===== config.mk =====
export PLATFORM = sky130hd
export DESIGN_NAME = irq_arbiter
export DESIGN_NICKNAME = d
export VERILOG_FILES = /design/src/rtl/irq_arbiter.sv
export SDC_FILE = /design/constraint.sdc
export NUM_CORES = 1
export LEC_CHECK = 0
export BUFFER_PORTS_ARGS = -buffer_cell sky130_fd_sc_hd__buf_2
export CORE_MARGIN = 2
export CORE_UTILIZATION = 45
export CTS_CLUSTER_DIAMETER = 120
export CTS_CLUSTER_SIZE = 16
export DETAILED_ROUTE_END_ITERATION = 7
export PLACE_DENSITY_LB_ADDON = 0.3
export SLEW_MARGIN = 5
export SYNTH_ARGS = -nofsm -noshare
export SYNTH_HDL_FRONTEND = slang
export SYNTH_SLANG_ARGS = --single-unit
export TNS_END_PERCENT = 10

===== constraint.sdc =====
create_clock -name clk_i -period 1.6 [get_ports clk_i]
set_input_delay 0.32 -clock clk_i [delete_from_list [all_inputs] [get_ports clk_i]]
set_output_delay 0.32 -clock clk_i [all_outputs]
set_load 0.05 [all_outputs]

===== src/rtl/irq_arbiter.sv =====
// Fixed-priority interrupt arbiter: latches level/edge requests, presents one masked winner
// to the core, tracks it through service and pulses a per-source finish line on mret.
module irq_arbiter #(
  parameter int unsigned N_IRQ = 32
) (
  input  logic             clk_i,
  input  logic             rst_i,
  input  logic [N_IRQ-1:0] int_req_i,
  input  logic [N_IRQ-1:0] mie_i,
  input  logic [N_IRQ-1:0] edge_sel_i,
  input  logic             int_ack_i,
  input  logic             int_rst_i,
  output logic             irq_o,
  output logic [31:0]      mcause_o,
  output logic [N_IRQ-1:0] int_fin_o,
  output logic             busy_o
);

  typedef enum logic [1:0] {StIdle, StReq, StService} state_e;

  state_e           state_q, state_d;
  logic [N_IRQ-1:0] pending_q, pending_d;
  logic [N_IRQ-1:0] req_prev_q;
  logic [N_IRQ-1:0] int_fin_q, int_fin_d;
  logic [N_IRQ-1:0] eligible;
  logic [4:0]       sel_id_q, sel_id_d;
  logic [4:0]       winner;
  logic             any_eligible;
  logic             sel_eligible;
  logic             complete;

  assign eligible     = pending_q & mie_i;
  assign any_eligible = |eligible;
  assign complete     = (state_q == StService) && int_rst_i;

  // Descending scan so the lowest set index is the last one written.
  always_comb begin
    winner = '0;
    for (int i = int'(N_IRQ) - 1; i >= 0; i--) begin
      if (eligible[i]) winner = 5'(i);
    end
  end

  always_comb begin
    sel_eligible = 1'b0;
    int_fin_d    = '0;
    for (int i = 0; i < int'(N_IRQ); i++) begin
      if (sel_id_q == 5'(i)) begin
        sel_eligible = eligible[i];
        int_fin_d[i] = complete;
      end
    end
  end

  // Edge sources: a new edge wins over the completion clear so it is never dropped.
  assign pending_d = (int_req_i & ~edge_sel_i)
                   | (edge_sel_i & ((int_req_i & ~req_prev_q) | (pending_q & ~int_fin_d)));

  always_ff @(posedge clk_i or negedge rst_i) begin
    if (!rst_i) begin
      pending_q  <= '0;
      req_prev_q <= '0;
      int_fin_q  <= '0;
      sel_id_q   <= '0;
    end else begin
      pending_q  <= pending_d;
      req_prev_q <= int_req_i;
      int_fin_q  <= int_fin_d;
      sel_id_q   <= sel_id_d;
    end
  end

  always_ff @(posedge clk_i or negedge rst_i) begin
    if (!rst_i) begin
      state_q <= StIdle;
    end else begin
      state_q <= state_d;
    end
  end

  always_comb begin
    state_d  = state_q;
    sel_id_d = sel_id_q;
    unique case (state_q)
      StIdle: begin
        if (any_eligible) begin
          sel_id_d = winner;
          state_d  = StReq;
        end
      end
      StReq: begin
        if (int_ack_i) begin
          state_d = StService;
        end else if (!sel_eligible) begin
          state_d = StIdle;
        end
      end
      StService: begin
        if (int_rst_i) state_d = StIdle;
      end
      default: state_d = StIdle;
    endcase
  end

  always_comb begin
    irq_o  = (state_q == StReq);
    busy_o = (state_q != StIdle);
  end

  assign mcause_o  = {1'b1, 26'b0, sel_id_q};
  assign int_fin_o = int_fin_q;

endmodule


## After elaboration in Yosys (flattened, before gate mapping)

Index checks and enable logic that the tools add are counted.

- Bits in registers: 103
- Bits of input ports: 100
- Output and inout bits: 66
- Logic and storage cells: 159

- Equal/unequal tests: 36
- Mux-type cells: 101
- Bitwise gates (word level): 10
- Reduce and logical (&&, ||, !) cells: 7

Operators by type and width:

| operator | number |
|---|---|
| 32-bit bitwise AND | 5 |
| 5-bit 2-to-1 mux | 32 |
| 32-bit inverter | 3 |
| 5-bit equality test, second input constant | 16 |
| 1-bit 2-to-1 mux | 64 |
| 32-bit OR | 2 |
| 5-bit by 4-bit equality test with 1-bit output, second input constant | 8 |
| 32-bit OR reduction | 1 |
| 5-bit by 3-bit equality test with 1-bit output, second input constant | 4 |
| 5-bit by 2-bit equality test with 1-bit output, second input constant | 2 |
| 2-bit 2-to-1 mux | 4 |
| 2-bit one-hot mux with 3 select lines | 1 |
| 5-bit by 1-bit equality test with 1-bit output, second input constant | 1 |
| 5-bit zero test | 1 |
| 2-bit != test, second input constant | 2 |
| 3-bit != test, second input constant | 1 |
| 3-bit AND reduction | 1 |
| 2-bit by 1-bit equality test with 1-bit output, second input constant | 1 |
| 2-bit equality test, second input constant | 1 |
| 2-bit zero test | 1 |
| 2-bit AND reduction | 1 |
| 2-bit nonzero test | 1 |
| 1-bit logical AND | 1 |

## Longest topological paths before layout

- Word-level depth: 36
- Mapped depth: 9
- Mapped depth without buffers: 6

## Worst setup path after synthesis

Ideal clock, no wire load.

- Path kind: register to register
- From: reg sel_id_q[0]
- To: reg state_q[0]
- Data arrival time: 1.813 ns
- Required time: 1.461 ns
- Slack: -0.351 ns
- Cell stages (with the launch flop): 8
- Buffers on the path: 1
- Clock period less this slack: 1.951 ns
- Cell sequence: dfrtp_1 > buf_6 > nor2b_4 > or3_1 > nor3_2 > nor3_1 > a211oi_2 > o211ai_2

- Cells in the longest elaborated chain, start to end: 35
- Elaborated cells on any way between the ends: 66
- Those cells by class: eq/ne (32); mux (32); reduce/logical (2)

Ends and longest elaborated chain:

| what | RTL line | RTL |
|---|---|---|
| from (decl) | 26 | `logic [4:0] sel_id_q, sel_id_d;` |
| from (signal assigned) | 69 | `sel_id_q <= sel_id_d;` |
| 5-bit zero test | 48 | `if (sel_id_q == 5'(i)) begin` |
| 1-bit 2-to-1 mux (31 in a row) | 48 |  |
| 1-bit 2-to-1 mux * | 48 |  |
| 3-bit != test (no line) * | n/a |  |
| 3-bit AND reduction (no line) * | n/a |  |
| to (signal assigned) | 75 | `state_q <= StIdle;` |
| to (signal assigned) | 77 | `state_q <= state_d;` |
| to (decl) | 21 | `state_e state_q, state_d;` |

Every way passes the cells marked *; elsewhere a longest branch is shown, timed or not.
A chain may end at the register's enable or synchronous reset.

## Final worst setup path

- From: reg sel_id_q[1]
- To: reg state_q[0]

Same word-level chain as after synthesis.

==> impl_summary.md <==
Logic synthesis
The average footprint of a synthesized cell is 9.32 µm². The mapped netlist covers 4680 µm². After synthesis the netlist holds a flip-flop and latch count of 103. The share of the synthesized area in the top cell type is 55.1%. By area the synthesized netlist is led by dfrtp_1 55%, nand2_1 12%, buf_4 4.5%, o21ai_0 4.5%, nor2_1 3.4%. Yosys mapped a number of flops with a built-in enable equal to 0. For this run, the number of Yosys warnings is 0. The synthesized netlist cell count is 502.

The number of different library cells in the post-synthesis netlist is 56. After synthesis, the share of flip-flops with an asynchronous set or reset is 100%. The largest area contributor in the synthesized netlist is dfrtp_1. The sequential fraction of the synthesis area is 55.1%. The main flop type after synthesis is dfrtp_1.

Floorplanning
From left edge to right edge, the die measures 106 µm. In this run the standard cell core region covers 10,200 µm². From bottom edge to top edge, the die measures 106 µm. The starting density of the core is 45.7%. The number of top-level pins is 166. The floorplan has 37 rows. The die covers 11,200 µm².

Placement
The HPWL after detailed placement is 10.7 mm. Summing all placed instances gives a cell area of 6110 µm². During placement, the flow inserted port buffers numbering 138. The congestion estimate from routability-driven global placement came to 0.975.

The count of placed standard cells including taps is 858.

GRT
The via count of the first global-routing pass came to 4,700. The global route total overflow is 0. The first global-routing pass estimated 22.4 mm of wire.

In the global route stage, overall resource usage came out at 25.5%. The largest net degree at the start of global routing is 104. The initial antenna violation count is 0.

Routing
The routed via count divided by cell count is 5.14. In this run, the number of DRC markers left after iteration 0 of detailed routing was 216. The final layout contains routed wiring with a total length of 13.9 mm.

In the final routed layout, each cell accounts on average for 15.7 µm. The total iterations of the first detailed-routing run is 5. The number of design rule violations left after detail routing is 0. The remaining antenna violation count is 0. The detailed router placed 4,555 vias in this run.

Finish
The fraction of layout cells with a size suffix above 1 is 43.8%. The total inserted antenna cells is 0. After routing the design area is 6710 µm². The library cell used most frequently in the layout, excluding fill and tap cells, is nand2_1. Leaving out fill and tap cells, the most frequent cells in the layout are 146 x nand2_1, 132 x buf_2, 98 x buf_4. The share of the core filled with cells in the final layout is 65.6%.

The layout filler cell count is 883. The net count of the finished layout is 846. The area growth from synthesis to layout is 43.4%.

The number of standard cells in the layout, taps in and fillers out is 887.

CTS
The clock tree buffer depth is 2. The H-tree was split into 3 levels. Clock latency on the worst-skew pair, taken at its later pin, is 0.38 ns. The number of buffers added to fix hold violations after cts is 0. The tree built by TritonCTS fans out to 103 sinks. TritonCTS built the clock tree.

The number of buffers created by CTS is 9. The root buffer cell chosen for the clock tree is clkbuf_8. The clock-pin slew on the worst setup and hold paths is 0.10 ns.

STA
The highest clock frequency the design can meet is 0.583 GHz. The number of endpoints failing setup at the final stage is 10. At the pin with the least slew margin, the transition time is 0.542 ns. The final critical-path share of the clock period is 107%.

The number of max-slew violations in the final report is 0. The final count of hold timing violations is 2. The post-route worst hold slack is -0.00864 ns. After layout, the worst setup slack is -0.116 ns. For the finished layout, the period the worst path requires is 1.72 ns. Setup repair after global routing could not meet its margin everywhere. The worst-case headroom to the max-slew limit is 63.8%. The clock arrives with 0.0118 ns of skew.

Power and ir drop
Summed over all cells, the static leakage comes to 3.35 nW. The total power is 8.66 mW. The worst-case IR drop observed on VDD is 646 µV. Power spread over the standard cell area amounts to 1290 nW/µm².

Job
Across the run, the number of max-cap violations was 0.

Worst setup path
The signal on the critical path passes through buf_12 -> buf_4 -> nor2_4 -> a221oi_2 -> o21ai_1 -> nand4_1 -> a211oi_2 -> o211ai_2. The startpoint kind of the worst setup timing path is a register. The critical path is of the reg -> reg type. The arrival time at the worst endpoint is 1.98 ns. The slowest library cell on the worst path is dfrtp_2. The stage delay of the slowest cell on the critical path is 0.47 ns.

For the worst setup path, the data required time is 1.87 ns. STA classifies the critical path endpoint as a register. In this run the worst path has a maximum fanout of 4.

Outcome
The checks that failed: hold timing, setup timing. The run finished, with violations left.

Worst hold path
The path class of the lowest-slack min-delay path is in -> async.
[Yosys cell counts (2+ instances only)]
| cell | number |
|---|---|
| inv_1 | 6 |
| a31oi_1 | 6 |
| o21ai_0 | 42 |
| nand2_1 | 150 |
| or3b_1 | 2 |
| a32o_1 | 2 |
| nand3_1 | 14 |
| o31ai_1 | 3 |
| a21oi_1 | 12 |
| nand4_1 | 6 |
| nor2b_1 | 5 |
| nand2b_1 | 5 |
| a22oi_1 | 8 |
| a22o_1 | 4 |
| nand3b_1 | 3 |
| or3_1 | 2 |
| o211ai_1 | 2 |
| and2_1 | 3 |
| buf_2 | 6 |
| o32ai_1 | 2 |
| nor3_1 | 2 |
| o22ai_1 | 3 |
| nor2_1 | 43 |
| buf_6 | 2 |
| o2111ai_1 | 4 |
| nand4b_1 | 2 |
| o21ai_1 | 2 |
| conb_1 | 2 |
| o21a_1 | 2 |
| dfrtp_1 | 103 |
| a311oi_1 | 2 |
| buf_4 | 28 |
[logic make-up (layout without fill, tap and decap cells)]
group                  Yosys count  count (layout)  share of synthesized area (%)
AOI/OAI and AO/OA              107             107                           15.2
and+or+nand+nor                246             246                           23.2
muxes                            1               1                          0.214
DFF                            103             103                           55.1
buffers and inverters           43             267                           6.18
other                            2              27                          0.160
[sequential cells by signal, summed over array words and instances, names as in the netlist]
| signal | count |
|---|---|
| int_fin_o | 32 |
| pending_q | 32 |
| req_prev_q | 32 |
| sel_id_q | 5 |
| state_q | 2 |
[through the flow]
stage	setup WS (ns)	TNS [ns]
after floorplan	-0.129	-0.305
after CTS	-0.0738	-0.307
after detailed placement	-0.203	-1.30
after global routing	-0.181	-1.62
after global placement	-0.163	-0.946
final	-0.116	-0.578
[final cells by class]
type | instances | area (µm²) | area share (%)
Tap cell | 136 | 170 | 2.54
Clock inverter | 2 | 37.5 | 0.559
Inverter | 6 | 26.3 | 0.392
Timing Repair Buffer | 245 | 1590 | 23.7
Clock buffer | 14 | 173 | 2.57
Multi-Input combinational cell | 381 | 2130 | 31.7
Sequential cell | 103 | 2580 | 38.5
[repair_timing]
item                                   CTS  global route
pin swaps                               10            21
endpoints found under the hold margin    0             0
setup endpoints to repair               14            31
resized for setup                       26            54
setup buffers                            6             7
[worst paths after layout]
check	startpoint	endpoint	slack, ns	cells past startpoint
max	sel_id_q[1]	state_q[0]	-0.12	8
min	rst_i	pending_q[0]	-0.009	2
max reg2reg	sel_id_q[1]	state_q[0]	-0.12	8
min reg2reg	req_prev_q[30]	pending_q[30]	0.51	3
max in group asynchronous	rst_i	req_prev_q[11]	1.19	2
min in group clk_i	int_req_i[21]	req_prev_q[21]	0.06	1
[critical path, delay by kind of cell, from the launching register on]
kind	cells	cell delay [ns]
buf+inv	2	0.30
flops	1	0.47
compound gates	4	0.59
simple gates	2	0.24
[routing by layer]
metal	GRT usage, %	wire, µm	vias up
met3	5.64	930	30
li1	-	-	2165
met5	0	0	-
met2	43.8	6830	190
met4	9.30	386	0
met1	31.5	5740	2170
[where the power goes]
part	total, mW	switching (mW)	internal (mW)	leakage (nW)
sequential	3.08	0.259	2.82	1.27
clock	1.71	0.855	0.854	0.103
combinational	3.87	2.09	1.78	1.98
No activity file was read; power rests on OpenSTA's default activity.
